## config.mk

```make
export PLATFORM = sky130hd
export DESIGN_NAME = core_seq_ctrl
export DESIGN_NICKNAME = d
export VERILOG_FILES = /design/src/rtl/core_seq_ctrl.sv
export SDC_FILE = /design/constraint.sdc
export NUM_CORES = 1
export LEC_CHECK = 0
export CAP_MARGIN = 40
export CORE_AREA = 8 8 94 181
export CTS_CLUSTER_DIAMETER = 60
export DETAILED_ROUTE_END_ITERATION = 8
export DIE_AREA = 0 0 102 189
export GPL_TIMING_DRIVEN = 0
export HOLD_SLACK_MARGIN = 0.15
export PLACE_DENSITY = 0.79
export SLEW_MARGIN = 10
export SYNTH_ARGS = -nofsm -noshare
export SYNTH_HDL_FRONTEND = slang
export SYNTH_SLANG_ARGS = --single-unit
```

## constraint.sdc

```tcl
create_clock -name i_clock -period 5.6 [get_ports i_clock]
set_input_delay 1.12 -clock i_clock [delete_from_list [all_inputs] [get_ports i_clock]]
set_output_delay 1.12 -clock i_clock [all_outputs]
set_load 0.02 [all_outputs]
```

## src/rtl/core_seq_ctrl.sv

```systemverilog
// core_seq_ctrl: multi-cycle instruction sequencer for the scalar RV32I core.
// Fetches over a req/ack handshake, classifies the opcode, then strobes
// register-file read, execute and register-file write one cycle at a time.
// Owns the PC and the retired-instruction counter; traps on unknown opcodes.
//
// state     | meaning
// ----------+----------------------------------------------------------
// IDLE      | parked, nothing asserted; leaves when HALT is low
// FETCH     | IMEM_REQ high at PC until IMEM_ACK; latches the instruction
// DECODE    | RF_RD_EN pulse; opcode classified, illegal goes to TRAPPED
// EXECUTE   | EX_VALID pulse; branch outcome/target captured on exit
// WRITEBACK | RF_WE pulse for write-class rd!=0; PC and RETIRED update on exit
// TRAPPED   | sticky TRAP, no strobes; only reset leaves
module core_seq_ctrl #(
  parameter logic [31:0] RESET_PC = 32'h0000_0000,
  parameter logic [31:0] PC_STEP  = 32'd4
) (
  input  logic        i_clock,
  input  logic        i_reset,
  input  logic        i_halt,
  output logic        o_imem_req,
  output logic [31:0] o_imem_addr,
  input  logic        i_imem_ack,
  input  logic [31:0] i_imem_rdata,
  output logic [31:0] o_inst,
  output logic        o_rf_rd_en,
  output logic        o_ex_valid,
  input  logic        i_br_taken,
  input  logic [31:0] i_br_target,
  output logic        o_rf_we,
  output logic [4:0]  o_rf_waddr,
  output logic [31:0] o_pc,
  output logic [31:0] o_retired,
  output logic        o_trap,
  output logic [2:0]  o_state
);

  typedef enum logic [2:0] {
    S_IDLE      = 3'd0,
    S_FETCH     = 3'd1,
    S_DECODE    = 3'd2,
    S_EXECUTE   = 3'd3,
    S_WRITEBACK = 3'd4,
    S_TRAPPED   = 3'd5
  } state_t;

  localparam logic [6:0] OPC_OP_IMM = 7'b0010011;
  localparam logic [6:0] OPC_OP     = 7'b0110011;
  localparam logic [6:0] OPC_LUI    = 7'b0110111;
  localparam logic [6:0] OPC_BRANCH = 7'b1100011;
  localparam logic [6:0] OPC_JAL    = 7'b1101111;

  state_t      r_state;
  logic [31:0] r_pc;
  logic [31:0] r_inst;
  logic [31:0] r_retired;
  logic        r_trap;
  logic        r_imem_req;
  logic        r_rf_rd_en;
  logic        r_ex_valid;
  logic        r_rf_we;
  logic        r_redirect;
  logic [31:0] r_br_target;

  logic [6:0]  w_opcode;
  logic        w_is_branch;
  logic        w_is_jal;
  logic        w_write_class;
  logic        w_illegal;

  // Opcode classification is a pure decode of the latched instruction.
  always_comb begin
    w_opcode      = r_inst[6:0];
    w_is_branch   = (w_opcode == OPC_BRANCH);
    w_is_jal      = (w_opcode == OPC_JAL);
    w_write_class = (w_opcode == OPC_OP_IMM) || (w_opcode == OPC_OP) ||
                    (w_opcode == OPC_LUI)    || w_is_jal;
    w_illegal     = !(w_write_class || w_is_branch);
  end

  // Sequencer: state, PC, counters and strobes are all registered here.
  // Strobes are cleared every cycle and set only on entry to their state,
  // which keeps them one-hot in time and exactly one cycle wide.
  always_ff @(posedge i_clock or posedge i_reset) begin
    if (i_reset) begin
      r_state     <= S_IDLE;
      r_pc        <= RESET_PC;
      r_inst      <= 32'h0;
      r_retired   <= 32'h0;
      r_trap      <= 1'b0;
      r_imem_req  <= 1'b0;
      r_rf_rd_en  <= 1'b0;
      r_ex_valid  <= 1'b0;
      r_rf_we     <= 1'b0;
      r_redirect  <= 1'b0;
      r_br_target <= 32'h0;
    end else begin
      r_imem_req <= 1'b0;
      r_rf_rd_en <= 1'b0;
      r_ex_valid <= 1'b0;
      r_rf_we    <= 1'b0;
      case (r_state)
        S_IDLE: begin
          if (!i_halt) begin
            r_state    <= S_FETCH;
            r_imem_req <= 1'b1;
          end
        end
        S_FETCH: begin
          if (i_imem_ack) begin
            r_inst     <= i_imem_rdata;
            r_state    <= S_DECODE;
            r_rf_rd_en <= 1'b1;
          end else begin
            r_imem_req <= 1'b1;
          end
        end
        S_DECODE: begin
          if (w_illegal) begin
            r_state <= S_TRAPPED;
            r_trap  <= 1'b1;
          end else begin
            r_state    <= S_EXECUTE;
            r_ex_valid <= 1'b1;
          end
        end
        S_EXECUTE: begin
          // JAL always redirects; a branch redirects only if taken.
          r_redirect  <= w_is_jal || (w_is_branch && i_br_taken);
          r_br_target <= i_br_target;
          r_rf_we     <= w_write_class && (r_inst[11:7] != 5'd0);
          r_state     <= S_WRITEBACK;
        end
        S_WRITEBACK: begin
          r_pc      <= r_redirect ? r_br_target : (r_pc + PC_STEP);
          r_retired <= r_retired + 32'd1;
          if (!i_halt) begin
            r_state    <= S_FETCH;
            r_imem_req <= 1'b1;
          end else begin
            r_state <= S_IDLE;
          end
        end
        S_TRAPPED: begin
          r_trap <= 1'b1;
        end
        default: begin
          r_state <= S_IDLE;
        end
      endcase
    end
  end

  assign o_imem_req  = r_imem_req;
  assign o_imem_addr = r_pc;
  assign o_inst      = r_inst;
  assign o_rf_rd_en  = r_rf_rd_en;
  assign o_ex_valid  = r_ex_valid;
  assign o_rf_we     = r_rf_we;
  assign o_rf_waddr  = r_inst[11:7];
  assign o_pc        = r_pc;
  assign o_retired   = r_retired;
  assign o_trap      = r_trap;
  assign o_state     = r_state;

endmodule

```

==> impl_metrics.json, run 1 <==
{
  "status": "complete, no violations",
  "place_inst": 996,
  "power_switching_share": 0.223,
  "worstSetupEndpointType": "primary output",
  "synth_area_leaders": "dfrtp_1 51%, mux2_2 10%, buf_4 4.2%, xnor2_1 3.7%, nor4_4 2.2%",
  "drc": 0,
  "cts_tree": "built",
  "worstMarginPinSlew_ps": 878,
  "fillers": 1201,
  "p_leak_nw": 4.22,
  "yosysMostFrequentCell": "dfrtp_1",
  "syn_inst": 591,
  "syn_nets": 662,
  "coreArea_mm2": 0.0147,
  "finalCritPeriodShare": 0.503,
  "ir_worst_vdd_mv": 0.200,
  "drtAntennaViolNets": 0,
  "drt_iter0_markers": 251,
  "setup_violations": 0,
  "cts_buffers": 17,
  "required_ps": 4480,
  "antenna_cells_inserted": 0,
  "cts_sinks": 137,
  "synth-compound-area-share": 0.0913,
  "period_needed_ps": 2810,
  "power_frac_seq": 0.464,
  "grt_use_total": 0.201,
  "via_per_inst": 5.56,
  "worst-setup-path-type": "reg2out",
  "boundaryPins": 210,
  "antenna_found_initial": 0,
  "syn_avg_cell_area_um2": 11.4,
  "muxShareOfSynthArea": 0.118,
  "synth_enable_flop_cells": 0,
  "path_max_fanout": 10,
  "ys_top_cells_by_count": "137 x dfrtp_1, 62 x mux2_2, 38 x buf_4",
  "synth_top_area_share": 0.511,
  "fin_nets": 891,
  "final_util": 0.659,
  "p_int_mw": 1.69,
  "firstDrtPassIters": 5,
  "finClkSkew_ps": 8.46,
  "instances_no_fill": 1028,
  "wl_per_cell_um": 18.7,
  "grt_pass1_wl_mm": 30.7,
  "clk_pin_slew_worst_paths_ps": 60,
  "syn-cell-area_mm2": 0.00672,
  "rsz0062_at_grt": "no",
  "start_kind": "flip-flop",
  "die_w_um": 102,
  "place.gp.congestion": 0.885,
  "synthAdderAreaFrac": 0.00373,
  "powerDensity_mw_per_mm2": 225,
  "cts_resized": 0,
  "synthToLayoutAreaGrowth_pct": 43.8,
  "p_switching_uw": 485,
  "clkPwrFrac": 0.497,
  "die-area_mm2": 0.0193,
  "combPwrFrac": 0.039,
  "chipHeight_um": 189,
  "grt_overflow_total": 0,
  "yosysTopAreaCell": "dfrtp_1",
  "cts_buffer_depth": 2,
  "synth_warnings": 0,
  "maxCapViolCount": 0,
  "dp_hpwl_mm": 14.2,
  "wl_mm": 19.3,
  "synth_flop_cell": "dfrtp_1",
  "grt_max_degree": 75,
  "post_cts_buffers": 0,
  "io_buffers": 209,
  "yosys.cell_types.count": 58,
  "start_util": 0.458,
  "synth_top_family_by_area": "simple AND/OR/NAND/NOR gates",
  "maxSlewHeadroom": 0.406,
  "ys_seq_area_frac": 0.511,
  "htreeDepth": 4,
  "fmax_mhz": 355,
  "hold_viol": 0,
  "num_vias": 5720,
  "worstPathArrival_ps": 1690,
  "grt_pass1_vias": 5959,
  "async_flop_share": 1.00,
  "yosys.area_share.simple": 0.171,
  "ctsHoldBuffers": 0,
  "final_layout_size_suffix_gt1_frac": 0.192,
  "cts_root_buffer": "clkbuf_16",
  "rows": 63,
  "synthXorXnorAreaFrac": 0.0404,
  "slew_viol_final": 0,
  "yosys_register_bits": 137,
  "hp-class": "reg2reg",
  "clkLatencyLatePin_ps": 410
}
metrics by stage:
stage,cell area [µm²],power [mW],setup TNS (ps),hold WS (ps),setup slack [ps]
detailed placement,9080,1.11,0,477,2650
finish,9660,2.17,0,485,2790
global route,9660,2.25,0,512,2720
CTS,9660,2.20,0,488,2760
floorplan,6720,1.05,0,460,812
global placement,9050,1.11,-152390,463,-1120
layout by cell type, fill, tap and decap left out, types with 14 or more instances in the layout:
| master | netlist | final |
|---|---|---|
| dfrtp_1 | 137 | 137 |
| nand2_1 | 30 | 30 |
| buf_4 | 38 | 38 |
| o21ai_0 | 26 | 26 |
| xnor2_1 | 28 | 28 |
| nand3b_1 | 14 | 14 |
| clkbuf_16 | 0 | 17 |
| nor2_1 | 28 | 28 |
| mux2_2 | 62 | 62 |
| clkdlybuf4s50_1 | 0 | 209 |
| nor3_1 | 16 | 16 |
| nand3_1 | 25 | 25 |
| nand4_1 | 21 | 21 |
| a21oi_1 | 14 | 14 |
area by class of cell:
| class | instances | area, µm² | area share |
|---|---|---|---|
| Clock inverter | 14 | 136 | 0.0141 |
| Inverter | 8 | 35.0 | 0.00363 |
| Clock buffer | 18 | 439 | 0.0455 |
| Sequential cell | 137 | 3430 | 0.355 |
| Timing Repair Buffer | 210 | 2120 | 0.219 |
| Multi-Input combinational cell | 381 | 2850 | 0.295 |
| Buffer | 65 | 408 | 0.0422 |
| Tap cell | 195 | 244 | 0.0253 |
kinds of logic (layout without fill, tap and decap cells):
family / Yosys count / count (layout)
compound gates: 90 / 90
xor+xnor: 31 / 31
fa+ha+maj: 2 / 2
buf+inv: 73 / 315
flops: 137 / 137
mux: 71 / 71
simple gates: 187 / 187
sequential cells by signal, summed over array words and instances (netlist names), 3 cells and up:
register     count
o_inst          32
o_imem_addr     32
r_br_target     32
o_state          3
o_retired       32
routing by layer:
metal	track usage	vias up	part of all wire
li1	-	2603	-
met1	0.233	2794	0.39
met2	0.316	280	0.48
met3	0.0850	43	0.11
met4	0.0842	0	0.027
met5	0	-	0
worst paths after layout:
kind | start | end | slack, ps | depth (start not counted)
worst max-delay path | o_imem_addr[15]$_DFFE_PP0N_ | o_pc[15] | 2790 | 2
worst min-delay path | o_retired[26]$_DFFE_PP0N_ | o_retired[26]$_DFFE_PP0N_ | 490 | 1
worst max register to register | o_imem_addr[2]$_DFFE_PP0N_ | o_imem_addr[30]$_DFFE_PP0N_ | 3280 | 5
worst min register to register | o_retired[26]$_DFFE_PP0N_ | o_retired[26]$_DFFE_PP0N_ | 490 | 1
max in group asynchronous | i_reset | r_br_target[11]$_DFFE_PP0N_ | 3680 | 3
min in group asynchronous | i_reset | o_inst[12]$_DFFE_PP0P_ | 1150 | 2
worst max-delay path, stage by stage, from the launching register on:
cell	delay (ps)
dfrtp_1	530
buf_4	170
clkdlybuf4s50_1	590
power groups by stage:
| stage | registers, mW | clock network, mW | logic, mW |
|---|---|---|---|
| after floorplan | 1.02 | 0 | 0.0288 |
| after CTS | 1.01 | 1.10 | 0.0872 |
| after global placement | 1.03 | 0 | 0.0814 |
| after detailed placement | 1.03 | 0 | 0.0864 |
| after global routing | 1.01 | 1.15 | 0.0938 |
| final | 1.01 | 1.08 | 0.0845 |
No activity file was read; power rests on OpenSTA's default activity.
==> run 2, diff against run 1 <==
==> constraint.sdc (replaced) <==
create_clock -name i_clock -period 2.65 [get_ports i_clock]
set_input_delay 0.53 -clock i_clock [delete_from_list [all_inputs] [get_ports i_clock]]
set_output_delay 0.53 -clock i_clock [all_outputs]
set_load 0.02 [all_outputs]
==> run 2 against run 1 <==
Sequential power increased by 110%. Via count increased by 0.26%. Global-route usage rose by 0.56 points. Clock skew up 4.0 ps. Sequential cell count unchanged. Utilization is 0.32 points higher. Clock power increased by 120%. Clock-buffer cell count increased by 1.
==> impl_metrics.json, run 2 (same netlist as run 1, synthesis figures left out) <==
{
  "drtAntennaViolNets": 0,
  "ff2ff_path_depth": 5,
  "cts_root_buffer": "clkbuf_16",
  "rsz0062_at_grt": "no",
  "worstPathCellList": "ha_1 > nand4_1 > nor3_2 > a211oi_1 > a311oi_1",
  "worstMarginPinSlew_ps": 911,
  "via_per_inst": 5.58,
  "dp_hpwl_mm": 14.5,
  "powerDensity_mw_per_mm2": 485,
  "rrSetupSlack_ps": 320,
  "maxSlewHeadroom": 0.384,
  "slowest_stage": "nor3_2",
  "dpl_cell_area_mm2": 0.00911,
  "path_max_fanout": 8,
  "boundaryPins": 210,
  "clkPwrFrac": 0.508,
  "worstPathArrival_ps": 2650,
  "combPwrFrac": 0.039,
  "required_ps": 2960,
  "critPathMaxStageDelay_ps": 650,
  "maxCapViolCount": 0,
  "crit_end": "o_imem_addr[18]$_DFFE_PP0N_",
  "grt_pass1_wl_mm": 31.3,
  "die-area_mm2": 0.0193,
  "antenna_found_initial": 0,
  "p_int_mw": 3.73,
  "hp-class": "reg2reg",
  "slew_viol_final": 0,
  "chipHeight_um": 189,
  "p_switching_uw": 974,
  "coreArea_mm2": 0.0147,
  "fin_nets": 893,
  "layout.cells.most_common": "clkdlybuf4s50_1",
  "io_buffers": 209,
  "firstDrtPassIters": 5,
  "min_from": "o_retired[31]$_DFFE_PP0N_",
  "worstSetupEndpointType": "flip-flop",
  "place_inst": 998,
  "wl_mm": 19.5,
  "cts_sinks": 137,
  "ir_worst_vdd_mv": 0.458,
  "grt_overflow_total": 0,
  "synthToLayoutAreaGrowth_pct": 44.6,
  "grt_use_total": 0.207,
  "cts_buffer_depth": 2,
  "crit-reg2reg-launch": "o_imem_addr[2]$_DFFE_PP0N_",
  "final_cell_area_mm2": 0.00971,
  "drc": 0,
  "power_switching_share": 0.207,
  "clkLatencyLatePin_ps": 420,
  "num_vias": 5735,
  "period_needed_ps": 2330,
  "instances_no_fill": 1028,
  "status": "complete, no violations",
  "post_cts_buffers": 0,
  "rows": 63,
  "worst-setup-path-type": "reg2reg",
  "antenna_cells_inserted": 0,
  "hold_viol": 0,
  "tns_ps": 0,
  "htreeDepth": 4,
  "p_leak_nw": 4.24,
  "grt_max_degree": 39,
  "ctsHoldBuffers": 0,
  "cts_buffers": 17,
  "fmax_mhz": 428,
  "clk_pin_slew_worst_paths_ps": 60,
  "cts_tree": "built",
  "die_w_um": 102,
  "drt_iter0_markers": 344,
  "layout_common_cells": "209 x clkdlybuf4s50_1, 137 x dfrtp_1, 62 x mux2_2",
  "finalCritPeriodShare": 0.881,
  "final_layout_size_suffix_gt1_frac": 0.191,
  "place.gp.congestion": 0.873,
  "fillers": 1139,
  "power_frac_seq": 0.453,
  "crit_start": "o_imem_addr[2]$_DFFE_PP0N_",
  "finClkSkew_ps": 12.5,
  "wl_per_cell_um": 19.0,
  "setup_violations": 0,
  "grt_pass1_vias": 6080,
  "whs_ps": 470,
  "start_util": 0.458,
  "start_kind": "flip-flop",
  "r2r-end": "o_imem_addr[18]$_DFFE_PP0N_",
  "cts_resized": 0
}
## run 2: cell count changes in the layout (fill, tap and decap cells not counted)
cell        previous run  this run
buf_12                 0         3
buf_16                 1         0
bufinv_16              1         3
clkbuf_1              12        13
clkinv_2               1         2
clkinv_4               3         2
clkinvlp_4             3         4
inv_6                  7         1
## run 2: area by class of cell
| class | count | area, µm² | area share |
|---|---|---|---|
| Multi-Input combinational cell | 381 | 2850 | 0.294 |
| Clock buffer | 19 | 443 | 0.0456 |
| Clock inverter | 11 | 149 | 0.0153 |
| Inverter | 8 | 33.8 | 0.00348 |
| Tap cell | 195 | 244 | 0.0251 |
| Sequential cell | 137 | 3430 | 0.353 |
| Buffer | 65 | 408 | 0.0420 |
| Timing Repair Buffer | 212 | 2150 | 0.222 |
## run 2: how the worst min path moves through the flow
stage | to | slack [ps] | cells past startpoint
2_1_floorplan | r_br_target[1]$_DFFE_PP0N_ | 460 | 1
3_5_place_dp | o_retired[31]$_DFFE_PP0N_ | 460 | 1
4_1_cts | o_retired[31]$_DFFE_PP0N_ | 470 | 1
5_1_grt | o_retired[31]$_DFFE_PP0N_ | 490 | 1
6_report | o_retired[31]$_DFFE_PP0N_ | 470 | 1
3_3_place_gp | o_retired[31]$_DFFE_PP0N_ | 460 | 1
## run 2: per-stage QoR
| stage | utilization | worst slack [ps] | total power [mW] |
|---|---|---|---|
| after global placement | 0.618 | -839 | 2.34 |
| after floorplan | - | 413 | 2.22 |
| after CTS | 0.662 | 382 | 4.76 |
| after global routing | 0.662 | 140 | 4.87 |
| final | 0.662 | 315 | 4.71 |
| after detailed placement | 0.622 | 282 | 2.36 |
## run 2: power by group through the flow
stage / clock network [mW] / logic, mW / registers (mW)
after floorplan: 0 / 0.0612 / 2.16
after global placement: 0 / 0.172 / 2.17
after detailed placement: 0 / 0.188 / 2.17
after CTS: 2.44 / 0.190 / 2.13
after global routing: 2.53 / 0.205 / 2.13
final: 2.39 / 0.185 / 2.13
## run 2: critical path: cells and delay by family, from the launching register on
| family | cells | cell delay, ps |
|---|---|---|
| adders and majority gates | 1 | 290 |
| and+or+nand+nor | 2 | 1010 |
| AOI/OAI and AO/OA | 2 | 450 |
| DFF | 1 | 490 |
## run 2: layer usage
| metal | wire (µm) | GRT usage |
|---|---|---|
| met1 | 7350 | 0.235 |
| met2 | 9420 | 0.332 |
| met3 | 2180 | 0.0839 |
| met4 | 547 | 0.0871 |
| met5 | 0 | 0 |
==> run 3, diff against run 2 <==
==> config.mk (replaced) <==
export PLATFORM = sky130hd
export DESIGN_NAME = core_seq_ctrl
export DESIGN_NICKNAME = d
export VERILOG_FILES = /design/src/rtl/core_seq_ctrl.sv
export SDC_FILE = /design/constraint.sdc
export NUM_CORES = 1
export LEC_CHECK = 0
export ABC_AREA = 1
export CAP_MARGIN = 40
export CORE_AREA = 8 8 96 185
export CTS_CLUSTER_DIAMETER = 60
export DETAILED_ROUTE_END_ITERATION = 8
export DIE_AREA = 0 0 104 193
export GPL_TIMING_DRIVEN = 0
export HOLD_SLACK_MARGIN = 0.15
export PLACE_DENSITY = 0.81
export SLEW_MARGIN = 20
export SYNTH_ARGS = -nofsm -noshare
export SYNTH_HDL_FRONTEND = slang
export SYNTH_SLANG_ARGS = --single-unit
==> run 3 against run 2 <==
Non-clock buffer count stayed put. Critical path depth is 3 lower. Clock power is 2% higher. Clock-buffer cell count stayed put. Final cell count is 41% higher. Sequential power is 72% higher. Setup slack better by 75 ps. Combinational power grew to 29 times the previous value. Sequential cell count stayed put. Clock skew is 7.7 ps lower. Highest routed layer unchanged.
==> impl_metrics.json, run 3 <==
{
  "setup_violations": 0,
  "path_max_fanout": 7,
  "rows": 65,
  "rrSetupSlack_ps": 800,
  "crit_end": "o_pc[5]",
  "slew_viol_final": 0,
  "syn_nets": 1076,
  "dp_hpwl_mm": 17.2,
  "maxSlewHeadroom": 0.563,
  "final_util": 0.677,
  "ctsHoldBuffers": 0,
  "firstDrtPassIters": 5,
  "die_w_um": 104,
  "place.gp.congestion": 0.943,
  "layout_common_cells": "438 x nand2_1, 209 x clkdlybuf4s50_1, 137 x dfrtp_1",
  "crit_start": "o_imem_addr[5]$_DFFE_PP0N_",
  "cts_root_buffer": "clkbuf_16",
  "grt_max_degree": 35,
  "cts_resized": 0,
  "fmax_mhz": 443,
  "synth_enable_flop_cells": 0,
  "worstSetupEndpointType": "primary output",
  "maxCapViolCount": 0,
  "status": "complete, no violations",
  "drc": 0,
  "synth-compound-area-share": 0.0411,
  "wl_mm": 22.2,
  "worstPathArrival_ps": 1730,
  "yosys_register_bits": 137,
  "required_ps": 2120,
  "synth_top_family_by_area": "simple AND/OR/NAND/NOR gates",
  "cts_buffer_depth": 2,
  "cts_tree": "built",
  "cts_sinks": 137,
  "ff2ff_path_depth": 10,
  "ys_seq_area_frac": 0.463,
  "synth_top_area_share": 0.463,
  "seqCellArea_mm2": 0.00343,
  "clk_pin_slew_worst_paths_ps": 60,
  "ys_top_cells_by_count": "438 x nand2_1, 137 x dfrtp_1, 97 x nor2_1",
  "antenna_found_initial": 0,
  "yosysTopAreaCell": "dfrtp_1",
  "num_vias": 7208,
  "grt_pass1_wl_mm": 36.4,
  "hold_viol": 0,
  "powerDensity_mw_per_mm2": 1100,
  "drt_iter0_markers": 354,
  "crit-reg2reg-launch": "o_imem_addr[2]$_DFFE_PP0N_",
  "start_util": 0.479,
  "period_needed_ps": 2260,
  "via_per_inst": 4.97,
  "grt_pass1_vias": 7540,
  "multiInputGateArea_mm2": 0.00319,
  "hp-class": "in2async",
  "fin_nets": 1309,
  "coreArea_mm2": 0.0155,
  "yosys.area_share.simple": 0.360,
  "finalCritPeriodShare": 0.853,
  "antenna_cells_inserted": 0,
  "drtAntennaViolNets": 0,
  "finClkSkew_ps": 4.78,
  "wl_per_cell_um": 15.3,
  "synthAdderAreaFrac": 0.00338,
  "instances_no_fill": 1451,
  "p_leak_nw": 4.94,
  "fillers": 1238,
  "final_cell_area_mm2": 0.0105,
  "finalWorstSetupSlack_ps": 391,
  "whs_ps": 443,
  "syn-cell-area_mm2": 0.00740,
  "grt_use_total": 0.225,
  "syn_avg_cell_area_um2": 7.37,
  "clkLatencyLatePin_ps": 420,
  "dp_slack_ps": 840,
  "syn_inst": 1005,
  "synth_flop_cell": "dfrtp_1",
  "rsz0062_at_grt": "no",
  "start_kind": "flip-flop",
  "layout.cells.most_common": "nand2_1",
  "die-area_mm2": 0.0201,
  "muxShareOfSynthArea": 0,
  "chipHeight_um": 193,
  "worst-setup-path-type": "reg2out",
  "synthXorXnorAreaFrac": 0.0260,
  "final_layout_size_suffix_gt1_frac": 0.0992,
  "synth_area_leaders": "dfrtp_1 46%, nand2_1 22%, nor2_1 4.9%, inv_1 4.1%, nand3_1 4.0%",
  "grt_overflow_total": 0,
  "synthToLayoutAreaGrowth_pct": 41.4,
  "htreeDepth": 4,
  "r2r-end": "o_imem_addr[14]$_DFFE_PP0N_",
  "async_flop_share": 1.00,
  "ir_worst_vdd_mv": 0.772,
  "yosysMostFrequentCell": "nand2_1",
  "post_cts_buffers": 0,
  "worstMarginPinSlew_ps": 653,
  "cts_buffers": 17,
  "place_inst": 1420,
  "io_buffers": 209,
  "boundaryPins": 210,
  "synth_warnings": 0,
  "dpl_cell_area_mm2": 0.00986,
  "yosys.cell_types.count": 32
}
-- run 3: cell count changes after synthesis, moves of 9 or more --
| cell | before | now |
|---|---|---|
| nor2_1 | 28 | 97 |
| inv_1 | 8 | 80 |
| buf_6 | 1 | 10 |
| mux2_2 | 62 | 0 |
| and4_1 | 10 | 0 |
| a311oi_1 | 10 | 0 |
| nand3_1 | 25 | 59 |
| xnor2_1 | 28 | 13 |
| nand2_1 | 30 | 438 |
| nand4_1 | 21 | 5 |
-- run 3: area by class of cell --
class	count	share of cell area
buffer	63	0.0443
sequential	137	0.328
tap	201	0.0240
clock inverter	12	0.0143
inverter	85	0.0311
clock buffer	19	0.0433
multi-input combinational	720	0.305
timing repair buffer	214	0.211
-- run 3: where the power goes --
part           internal (mW)  leakage [nW]  total (mW)  switching (mW)
clock                   1.52         0.291        2.43           0.915
sequential              2.86          1.74        3.67           0.810
combinational           2.43          2.91        5.39            2.96
-- run 3: cell families after synthesis --
family                     Yosys count
AOI/OAI and AO/OA                   56
xor gates and xnor gates            22
adders and majority gates            2
buffers and inverters              148
DFF                                137
and+or+nand+nor                    640
-- run 3: worst min-delay path by stage --
stage               cells after the start  slack, ps                         end
floorplan                               2        440  r_br_target[7]$_DFFE_PP0N_
global placement                        2        450      o_inst[31]$_DFFE_PP0P_
detailed placement                      2        460      o_inst[23]$_DFFE_PP0P_
CTS                                     2        450   o_retired[29]$_DFFE_PP0N_
global route                            2        460   o_retired[16]$_DFFE_PP0N_
finish                                  2        440   o_retired[16]$_DFFE_PP0N_
-- run 3: critical path, cell delays in order (launching register included) --
cell	delay, ps
dfrtp_1	540
buf_4	170
clkdlybuf4s50_1	600
-- run 3: metrics by stage --
step,TNS [ps],total power [mW]
global route,0,12.2
detailed placement,0,9.08
CTS,0,11.6
floorplan,0,6.61
global placement,-106110,8.91
finish,0,11.5
-- run 3: per-layer routing --
layer	global-route usage	up-vias	part of all wire
li1	-	3532	-
met1	0.249	3347	0.40
met2	0.381	282	0.48
met3	0.0756	47	0.089
met4	0.108	0	0.029
met5	0	-	0
